<file path="src/rtl/ripple_carry_adder_4bit.sv">
// ripple_carry_adder_4bit: registered ripple-carry adder, one result per accepted input, latency 1.
// Defining RCA_OVERFLOW_EN adds a registered signed-overflow output.
module ripple_carry_adder_4bit #(
    parameter int WIDTH = 4
) (
    input  logic             clk,
    input  logic             rst,
    input  logic             in_valid,
    input  logic [WIDTH-1:0] a,
    input  logic [WIDTH-1:0] b,
    input  logic             Cin,
    output logic [WIDTH-1:0] Sum,
    output logic             Cout,
`ifdef RCA_OVERFLOW_EN
    output logic             overflow,
`endif
    output logic             out_valid
);
    logic [WIDTH:0]   c;
    logic [WIDTH-1:0] s;
    assign c[0] = Cin;
    genvar i;
    for (i = 0; i < WIDTH; i++) begin : g_fa
        assign s[i]   = a[i] ^ b[i] ^ c[i];
        assign c[i+1] = a[i] & b[i] | c[i] & (a[i] ^ b[i]);
    end
    always_ff @(posedge clk or posedge rst) begin
        if (rst) begin
            Sum       <= '0;
            Cout      <= 1'b0;
            out_valid <= 1'b0;
        end else begin
            out_valid <= in_valid;
            if (in_valid) begin
                Sum  <= s;
                Cout <= c[WIDTH];
            end
        end
    end
`ifdef RCA_OVERFLOW_EN
    // signed overflow: carry into the sign bit differs from carry out of it
    always_ff @(posedge clk or posedge rst) begin
        if (rst) overflow <= 1'b0;
        else if (in_valid) overflow <= c[WIDTH] ^ c[WIDTH-1];
    end
`endif
endmodule

</file>
<file path="config.mk">
export PLATFORM = sky130hd
export DESIGN_NAME = ripple_carry_adder_4bit
export DESIGN_NICKNAME = d
export VERILOG_FILES = /design/src/rtl/ripple_carry_adder_4bit.sv
export SDC_FILE = /design/constraint.sdc
export NUM_CORES = 1
export LEC_CHECK = 0
export BUFFER_PORTS_ARGS = -buffer_cell sky130_fd_sc_hd__buf_2
export CORE_MARGIN = 10
export CORE_UTILIZATION = 25
export DETAILED_ROUTE_END_ITERATION = 8
export GPL_TIMING_DRIVEN = 0
export SYNTH_ARGS = -nofsm -noshare
export SYNTH_HDL_FRONTEND = slang
export SYNTH_SLANG_ARGS = --single-unit
</file>
<file path="constraint.sdc">
create_clock -name clk -period 0.9 [get_ports clk]
set_clock_uncertainty 0.05 [all_clocks]
set_input_delay 0.225 -clock clk [delete_from_list [all_inputs] [get_ports clk]]
set_output_delay 0.225 -clock clk [all_outputs]
set_load 0.005 [all_outputs]
</file>
==> results.txt <==
----------------------------------------------------
[Global route]
  Wire length of the first global-routing pass ... 1260 um
  Total congestion overflow after global routing ... 0
  Number of antenna violations at the first check in global routing ... 0
  Pin count of the biggest net entering global routing ... 7
  Number of global-route vias before repair ... 331
  GRT Overall Usage ... 5.15%

[Placement]
  Placement Setup Slack ... -1.22 ns
  I/O Buffers ... 17
  Last weighted congestion value of the routability-driven placer ... 0.649

[Synth]
  Netlist cell types ... 8
  Most used flip-flop cell after synthesis ... sky130_fd_sc_hd__dfrtp_1
  Async set-reset flop share out of synthesis ... 100%
  Count of flip-flops with a built-in enable after synthesis ... 0
  Sequential fraction of the synthesis area ... 44.4%
  Mapped Nets ... 43
  Syn Std Cell Area ... 338 um^2
  Main area contributors after synthesis ... sky130_fd_sc_hd__dfrtp_1 44%, sky130_fd_sc_hd__fa_1 24%, sky130_fd_sc_hd__inv_1 11%, sky130_fd_sc_hd__mux2_4 8.9%, sky130_fd_sc_hd__mux2i_1 5.9%
  Count leader, synth ... sky130_fd_sc_hd__inv_1
  Yosys reg bits ... 6
  Commonest cells post-synth ... 10 x sky130_fd_sc_hd__inv_1, 6 x sky130_fd_sc_hd__dfrtp_1, 4 x sky130_fd_sc_hd__fa_1
  Synth Area per Inst ... 12.5 um^2
  Cells after synthesis ... 27
  Proportion of netlist area held by the largest area contributor ... 44.4%
  Yosys warns ... 0
  Dominant cell type by area after synthesis ... sky130_fd_sc_hd__dfrtp_1

[Worst setup path]
  Endpoint class of the critical path ... flip-flop
  Worst flop-to-flop path endpoint ... Sum[0]
  Critical path data required time ... 1.01 ns
  Reg-to-Reg Start ... Sum[0]
  Length in cells of the worst reg-to-reg path ... 2
  Crit path max fanout ... 1
  Flop-to-flop setup slack ... -0.02 ns
  Arrival time of data at the critical path endpoint ... 1.89 ns
  CP Class ... input pin to flip-flop
  Setup crit start kind ... input pin

[Clocking]
  Clock tree root buffer cell ... sky130_fd_sc_hd__clkbuf_4
  Clock insertion delay at the later pin of the skew report ... 0.24 ns
  Clock tree from TritonCTS ... yes
  Clock H-tree levels ... 1
  Clock sinks ... 6
  Register clock-pin slew on the reported worst setup and hold paths ... 0.04 ns
  Number of buffers on the longest clock path ... 2
  Total clock buffers created by CTS ... 3

[Status]
  Outcome ... complete, but fails checks
  Violated checks ... setup timing

[Pwr]
  Portion of total power attributed to sequential cells ... 38.3%
  Static Leak ... 0.304 nW
  Gate power share ... 34.5%
  Worst supply voltage drop on vdd ... 0.325 mV
  Total power per unit cell area ... 1630 nW/um^2
  Total power ... 0.881 mW
  Internal power component ... 0.663 mW
  Net switching power of the design ... 0.218 mW
  Fraction of power consumed by the clock network ... 27.2%
  Net Sw Frac ... 24.7%

[Floorplanning]
  Row cnt ... 13
  Placeable core region ... 1280 um^2
  Full die area ... 3220 um^2
  Height of the die ... 56.8 um
  Number of I/O pins ... 18
  Starting utilization of the core area ... 26.3%
  X dimension of the die ... 56.8 um

[Timing]
  Tightest Pin Transition ... 0.225 ns
  Setup repair after global routing missed its margin ... yes
  Maximum clock frequency ... 0.563 GHz
  Setup-violating endpoint count in the final report ... 11
  Setup Total Neg Slack ... -3.08 ns
  Post-route minimum period ... 1.78 ns
  Count of endpoints failing hold in the final timing report ... 0
  Final worst path period share ... 197%
  Final Max Tran Viols ... 0
  Worst slack on hold paths ... 0.0716 ns
  Least setup slack across all paths after layout ... -0.875 ns
  Max transition margin ... 85.0%

[Layout]
  Layout overhead on the synthesized area ... 60.0%
  Final core utilization ... 42.1%
  Net count of the finished layout ... 73
  Antenna fix cells ... 0
  Proportion of layout cells with a drive suffix above 1 ... 65.5%

[Detailed routing]
  Detail Route Antenna Nets ... 0
  Total length of routed wires ... 774 um
  Detailed-route DRC error count ... 0
  1st-pass router iterations ... 2
  WL/cell ... 11.1 um
  Total via count in the routed design ... 276
  DRC marker count from the first detailed-route iteration ... 3
  Drt via density ... 3.94

[Run]
  Max Cap Violations ... 0

[Worst hold path]
  Worst Hold Depth ... 1
  Hold worst-path end ... out_valid
  HP Class ... input pin to flip-flop
  Worst Min Path Start ... in_valid

----------------------------------------------------
## power by group through the flow
stage | registers (mW) | clock network [mW] | logic (mW)
2_1_floorplan | 0.349 | 0 | 0.107
3_3_place_gp | 0.344 | 0 | 0.205
3_5_place_dp | 0.346 | 0 | 0.213
4_1_cts | 0.337 | 0.250 | 0.276
5_1_grt | 0.341 | 0.279 | 0.346
6_report | 0.338 | 0.239 | 0.304
## cell type report
type	count	area (um^2)
Sequential cell	6	150
Timing Repair Buffer	25	154
Multi-Input combinational cell	10	146
Inverter	10	37.5
Fill cell	134	744
Tap cell	15	18.8
Buffer	1	11.3
Clock buffer	3	22.5
## cell families after synthesis
family,synth area share (%)
DFF,44.4
buffers and inverters,14.4
adders and majority gates,23.7
AOI/OAI and AO/OA,1.48
muxes,14.8
and+or+nand+nor,1.11
## state kept, by name, summed over array words and instances, names as in the netlist
register	count
Cout	1
out_valid	1
Sum	4
## worst max path at each step
| stage | from | end | slack (ns) | cells past startpoint |
|---|---|---|---|---|
| 6_report | Cin | Sum[3] | -0.88 | 9 |
| 5_1_grt | Cin | Sum[3] | -0.94 | 9 |
| 4_1_cts | Cin | Sum[3] | -0.89 | 9 |
| 3_5_place_dp | a[0] | Sum[3] | -1.22 | 9 |
| 3_3_place_gp | a[0] | Sum[3] | -1.17 | 9 |
| 2_1_floorplan | a[0] | Sum[3] | -1.02 | 8 |
## through the flow
| stage | cell area, um^2 | std cells |
|---|---|---|
| floorplan | 345 | 27 |
| CTS | 518 | 67 |
| global placement | 449 | 59 |
| global route | 541 | 70 |
| finish | 541 | 70 |
| detailed placement | 449 | 59 |
## layer usage
metal / vias to the layer above / global-route usage [%] / part of all wire [%]
li1: 132 / - / -
met1: 133 / 3.51 / 31
met2: 9 / 8.78 / 58
met3: 2 / 2.92 / 9.3
met4: 0 / 6.04 / 1.9
met5: - / 0 / 0
## critical path, stage by stage
cell and delay [ns]:
sky130_fd_sc_hd__buf_6 0.09, sky130_fd_sc_hd__fa_2 0.37, sky130_fd_sc_hd__inv_2 0.06, sky130_fd_sc_hd__fa_2 0.18, sky130_fd_sc_hd__inv_2 0.04, sky130_fd_sc_hd__fa_2 0.32, sky130_fd_sc_hd__inv_2 0.06, sky130_fd_sc_hd__fa_1 0.40
sky130_fd_sc_hd__mux2i_1 0.14
## timing repair
action                     CTS  global route
pin swaps                    4             0
hold endpoints to repair     6             0
setup endpoints to repair   11            11
buffers inserted             4             3
resized for setup            1             0
hold buffers                 1             0
## placed cells by master (no fill, tap or decap)
master / instances
sky130_fd_sc_hd__a21oi_1: 1
sky130_fd_sc_hd__buf_2: 16
sky130_fd_sc_hd__buf_4: 7
sky130_fd_sc_hd__buf_6: 2
sky130_fd_sc_hd__clkbuf_4: 3
sky130_fd_sc_hd__dfrtp_1: 6
sky130_fd_sc_hd__dlygate4sd3_1: 1
sky130_fd_sc_hd__fa_1: 1
sky130_fd_sc_hd__fa_2: 3
sky130_fd_sc_hd__inv_1: 7
sky130_fd_sc_hd__inv_2: 3
sky130_fd_sc_hd__mux2_4: 2
sky130_fd_sc_hd__mux2i_1: 2
sky130_fd_sc_hd__nor2_1: 1
Note: power is estimated with default switching activity, not from simulation.
